[src/rtl/sm_adder_pkg.sv]
// Shared definitions for the ROM-based sign-magnitude adder: address sizing
// and the constant function that builds each ROM word.
package sm_adder_pkg;

    localparam int DATA_WIDTH = 4;
    localparam int ADDR_W     = 2 * DATA_WIDTH;
    localparam int ROM_DEPTH  = 2 ** ADDR_W;

    // Widest word the function can return (DATA_WIDTH up to 8, plus the sign).
    localparam int MAX_WORD_W = 9;

    function automatic logic [MAX_WORD_W-1:0] sm_add_word(
        input int unsigned a,
        input int unsigned b,
        input int unsigned width
    );
        int unsigned mag_mask;
        int unsigned sa;
        int unsigned sb;
        int unsigned ma;
        int unsigned mb;
        int unsigned mag;
        int unsigned sign;
        int unsigned word;
        mag_mask = (32'd1 << (width - 32'd1)) - 32'd1;
        sa       = (a >> (width - 32'd1)) & 32'd1;
        sb       = (b >> (width - 32'd1)) & 32'd1;
        ma       = a & mag_mask;
        mb       = b & mag_mask;
        if (sa == sb) begin
            mag  = ma + mb;
            sign = sa;
        end else if (ma > mb) begin
            mag  = ma - mb;
            sign = sa;
        end else if (mb > ma) begin
            mag  = mb - ma;
            sign = sb;
        end else begin
            mag  = 32'd0;
            sign = 32'd0;
        end
        // Zero is always reported as +0, including -0 + -0.
        if (mag == 32'd0) begin
            sign = 32'd0;
        end
        word = (sign << width) | mag;
        return word[MAX_WORD_W-1:0];
    endfunction

endpackage

[src/rtl/rom_based_sign_magnitude_adder_sm_add_rom.sv]
// Constant sum ROM indexed by {a, b}, with a synchronous read register that
// clears asynchronously on an active-low reset.
module sm_add_rom
    import sm_adder_pkg::*;
#(
    parameter int DATA_WIDTH = sm_adder_pkg::DATA_WIDTH
) (
    input  logic                      clk,
    input  logic                      rst_n,
    input  logic [2*DATA_WIDTH-1:0]   addr,
    output logic [DATA_WIDTH:0]       data
);

    localparam int RA_W   = 2 * DATA_WIDTH;
    localparam int RDEPTH = 2 ** RA_W;

    logic [DATA_WIDTH:0] rom [RDEPTH];

    for (genvar i = 0; i < RDEPTH; i++) begin : g_rom
        localparam logic [MAX_WORD_W-1:0] WORD = sm_add_word(
            (i >> DATA_WIDTH), (i % (2 ** DATA_WIDTH)), DATA_WIDTH);
        assign rom[i] = WORD[DATA_WIDTH:0];
    end

    // The read register is the only state; operands are free-running, no
    // handshake: every edge captures the word for the current address.
    always_ff @(posedge clk or negedge rst_n) begin
        if (!rst_n) begin
            data <= '0;
        end else begin
            data <= rom[addr];
        end
    end

endmodule

[src/rtl/rom_based_sign_magnitude_adder.sv]
// Sign-magnitude adder with one cycle of latency: the operand pair addresses
// a precomputed sum ROM whose registered output is the result.
module rom_based_sign_magnitude_adder
    import sm_adder_pkg::*;
#(
    parameter int DATA_WIDTH = sm_adder_pkg::DATA_WIDTH
) (
    input  logic                  clk,
    input  logic                  rst_n,
    input  logic [DATA_WIDTH-1:0] a,
    input  logic [DATA_WIDTH-1:0] b,
    output logic [DATA_WIDTH:0]   sum
);

    logic [2*DATA_WIDTH-1:0] rom_addr;

    assign rom_addr = {a, b};

    sm_add_rom #(
        .DATA_WIDTH (DATA_WIDTH)
    ) u_rom (
        .clk   (clk),
        .rst_n (rst_n),
        .addr  (rom_addr),
        .data  (sum)
    );

endmodule

[config.mk]
export PLATFORM = sky130hd
export DESIGN_NAME = rom_based_sign_magnitude_adder
export DESIGN_NICKNAME = d
export VERILOG_FILES = /design/src/rtl/sm_adder_pkg.sv /design/src/rtl/rom_based_sign_magnitude_adder_sm_add_rom.sv /design/src/rtl/rom_based_sign_magnitude_adder.sv
export SDC_FILE = /design/constraint.sdc
export NUM_CORES = 1
export LEC_CHECK = 0
export CAP_MARGIN = 25
export CELL_PAD_IN_SITES_DETAIL_PLACEMENT = 1
export CELL_PAD_IN_SITES_GLOBAL_PLACEMENT = 1
export CORE_MARGIN = 2
export CORE_UTILIZATION = 40
export DETAILED_ROUTE_END_ITERATION = 16
export PLACE_DENSITY_LB_ADDON = 0.1
export SYNTH_ARGS = -nofsm -noshare
export SYNTH_HDL_FRONTEND = slang
export SYNTH_SLANG_ARGS = --single-unit
[constraint.sdc]
create_clock -name clk -period 0.8 [get_ports clk]
set_input_delay 0.24 -clock clk [delete_from_list [all_inputs] [get_ports clk]]
set_output_delay 0.24 -clock clk [all_outputs]
set_load 0.05 [all_outputs]
==> results of run 1 <==
[per-stage QoR]
step | utilization (%) | setup WS, ns | std cells | hold WS, ns | setup TNS [ns]
after floorplan | - | -0.8633 | 175 | -0.05559 | -3.221
after global placement | 57.30 | -1.455 | 260 | 0.4906 | -6.634
after detailed placement | 57.30 | -1.509 | 260 | 0.4880 | -6.809
after CTS | 67.90 | -0.7572 | 282 | 0.2238 | -4.174
[cells by family after synthesis]
logic type | synth area share, %
mux | 6.262
flops | 9.488
simple gates | 22.39
xor+xnor | 1.329
fa+ha+maj | 8.539
buf+inv | 16.41
compound gates | 35.58
[repair_timing]
| item | in CTS |
|---|---|
| buffers inserted | 17 |
| endpoints found under the setup margin | 10 |
| pin swaps | 17 |
| resized for setup | 69 |
| gates cloned | 1 |
==> out/qor.yml, run 1 <==
yosys-top-cells-count: "20 x nor2_1, 12 x a21oi_1, 12 x nand2_1"
post_dp_cell_area_sq_um: 1778
cts_buffer_depth: 2
ys_seq_area_share_pct: 9.488
die_w_microns: 61.42
gp_congestion: 0.8691
die_h_microns: 61.42
stop_stage: "global routing (5_1_grt)"
synth_edf_count: 0
grt-worst-endpoint: "u_rom.data[1]$_DFF_PN0_/D"
hpwl_microns: 3983
synth.area.top_cells: "dfrtp_1 9.5%, ha_1 8.5%, clkbuf_8 6.3%"
synth_ff_type: "dfrtp_1"
error: "[ERROR DPL-0033] detailed placement checks failed during check placement."
rows: 20
numCtsBuffers: 3
yosysWarningCount: 0
synth_nets: 194
cts.sinks: 5
endpoint_type: "sequential cell input"
cts-htree-levels: 1
ys_ff_latch: 5
clockRootBuffer: "clkbuf_4"
synth_top_area_share_pct: 9.488
antenna_found_initial: 0
holdBufCountCts: 0
portBuffers: 14
syn_area_sq_um: 1319
io_pins: 15
async_reset_ff_share_pct: 100.0
grt_start_max_net_pins: 16
status: "aborted with a tool error"
yosysTopAreaCell: "dfrtp_1"
synthCells: 175
synth_cell_types: 55
initial_core_util_pct: 42.50
synth_area_per_cell_sq_um: 7.536
synth.most_common_cell: "nor2_1"
==> run 2, diff against run 1 <==
- CELL_PAD_IN_SITES_DETAIL_PLACEMENT: 1 -> default
- CELL_PAD_IN_SITES_GLOBAL_PLACEMENT: 1 -> default
- CORE_UTILIZATION: 40 -> 25
- PLACE_DENSITY_LB_ADDON: 0.1 -> 0.15
==> out/qor.yml, run 2 <==
antenna_cells: 0
synth_area_per_cell_sq_um: 7.536
setup_viol: 10
drive_above_1_share_pct: 51.75
switching_share_pct: 38.98
synth.area.top_cells: "dfrtp_1 9.5%, ha_1 8.5%, clkbuf_8 6.3%"
synth_nets: 194
portBuffers: 14
switching_power_uw: 853.9
grt.met3_usage_pct: 2.014
period_needed_ns: 1.530
io_pins: 15
post-route-cell-area_sq_um: 2228
synth_cell_types: 55
grtUsageTotal_pct: 17.21
gp_congestion: 0.9176
min_path_type: "in -> async"
clock_power_share_pct: 22.4
path_class: "in -> reg"
worst_ep_required_time_ns: 0.91
largest_registers: "u_rom.data (5)"
synthCells: 175
p_total_mw: 2.191
fin_crit_sh_pct: 191.3
rsz0062_at_grt: "true"
cp-end-kind: "flop"
synth.most_common_cell: "nor2_1"
initial_core_util_pct: 25.82
post_dp_cell_area_sq_um: 1851
cts-htree-levels: 1
multi_input_area_sq_um: 1206
syn_area_sq_um: 1319
cts_tree: "yes"
grt_start_max_net_pins: 14
fin_nets: 248
numCtsBuffers: 3
pwr-share-comb_pct: 63.3
fmax_ghz: 0.6534
p_leak_nw: 0.9444
rows: 26
slew_violations: 0
critPathMaxFanout: 4
grt_pass1_vias: 1606
layout_commonest_cell: "buf_4"
drc_errors: 0
yosysTopAreaCell: "dfrtp_1"
largest_register_ffs: 5
hold_viol_final: 0
floorplan.die_area_sq_um: 5872
fin_cells: 298
hpwl_microns: 3641
antenna_left: 0
yosys-top-cells-count: "20 x nor2_1, 12 x a21oi_1, 12 x nand2_1"
clk_pin_slew_ns: 0.04
vias_per_cell: 5.352
die_h_microns: 76.63
grt-ovfl-total: 0
cts_buffer_depth: 2
drt_iter0_drc: 109
clockRootBuffer: "clkbuf_8"
seqPwrFrac_pct: 14.4
dp_cells: 288
cts.sinks: 5
async_reset_ff_share_pct: 100.0
vdd_ir_drop_max_v: 0.0003914
drt_wl_total_microns: 5086
grt_pass1_wl_microns: 8183
grt_use_met2_pct: 27.70
startpoint_type: "input pin"
antenna_found_initial: 0
worst_slew_pin_slew_ns: 0.3276
violations: "setup timing"
pwr_density_cell_nw_per_um2: 983.0
synth_ff_type: "dfrtp_1"
regMostFlops: "u_rom.data"
yosysWarningCount: 0
relSlewSlack_pct: 78.16
synth_top_area_share_pct: 9.488
post-route-util_pct: 43.63
synth_edf_count: 0
critPathArrivalTime_ns: 1.64
mostFrequentLayoutCells: "41 x buf_4, 15 x nor2_1, 10 x a21oi_1"
core-area_sq_um: 5107
syn2layout_area_growth_pct: 68.98
p_int_mw: 1.337
status: "finished with violations"
wire_per_inst_microns: 17.07
holdWs_ns: 0.2582
drv_cap: 0
layout_setup_ws_ns: -0.7305
holdBufCountCts: 0
seqCellArea_sq_um: 130.1
vias: 1595
nFillCells: 490
ys_ff_latch: 5
first_pass_iters: 4
busiest_layer: "met2"
grt_use_met1_pct: 22.30
ys_seq_area_share_pct: 9.488
die_w_microns: 76.63
## run 2: timing repair
item                       CTS  global route
pin swaps                   18            10
setup endpoints to repair   10            10
setup buffers                3             1
gates resized for setup     61            23
cloned                       3             0
## run 2: per-stage QoR
| stage | worst slack (ns) | TNS [ns] |
|---|---|---|
| 2_1_floorplan | -0.8633 | -3.221 |
| 3_3_place_gp | -1.560 | -6.691 |
| 3_5_place_dp | -1.586 | -6.816 |
| 4_1_cts | -0.7304 | -4.072 |
| 5_1_grt | -0.8151 | -4.364 |
| 6_report | -0.7305 | -3.913 |
## run 2: area by class of cell
| class | instances | area share [%] |
|---|---|---|
| multi-input combinational | 144 | 54.13 |
| timing repair buffer | 69 | 32.79 |
| sequential | 5 | 5.839 |
| tap | 70 | 3.930 |
| clock buffer | 4 | 2.021 |
| inverter | 6 | 1.291 |
## run 2: cell families (layout without fill, tap and decap cells)
family	count (synthesis)	in the layout	share of synthesized area, %
AO/OA/AOI/OAI	67	67	35.58
AND/OR/NAND/NOR	58	58	22.39
buffers and inverters	26	79	16.41
adder cells (fa/ha/maj)	9	9	8.539
multiplexers	8	8	6.262
flip-flops	5	5	9.488
XOR/XNOR	2	2	1.329
## run 2: critical path: stages
cell      delay, ns
buf_8          0.10
buf_4          0.14
buf_6          0.12
ha_4           0.16
nor2b_4        0.13
a311oi_2       0.18
nand4b_1       0.14
o21ai_1        0.09
a221o_1        0.35
## run 2: worst max path at each step
| stage | start | cells past startpoint | slack (ns) | to |
|---|---|---|---|---|
| after floorplan | b[1] | 8 | -0.86 | u_rom.data[2] |
| after global placement | b[1] | 9 | -1.56 | u_rom.data[1] |
| after detailed placement | b[1] | 9 | -1.59 | u_rom.data[2] |
| after CTS | b[1] | 8 | -0.73 | u_rom.data[1] |
| after global routing | b[1] | 10 | -0.82 | u_rom.data[1] |
| final | b[1] | 9 | -0.73 | u_rom.data[2] |
## run 2: power by group through the flow
stage	Clock, mW	Combinational (mW)	Sequential (mW)
floorplan	0	0.579	0.411
global placement	0	1.15	0.319
detailed placement	0	1.15	0.319
CTS	0.501	1.30	0.315
global route	0.504	1.47	0.317
finish	0.490	1.39	0.315
## run 2: routing by layer
metal,vias up,wire (microns)
met5,-,0
met4,0,150
met3,11,295
met2,70,2465
met1,754,2174
li1,760,-
Power figures use the tool's default switching activity.
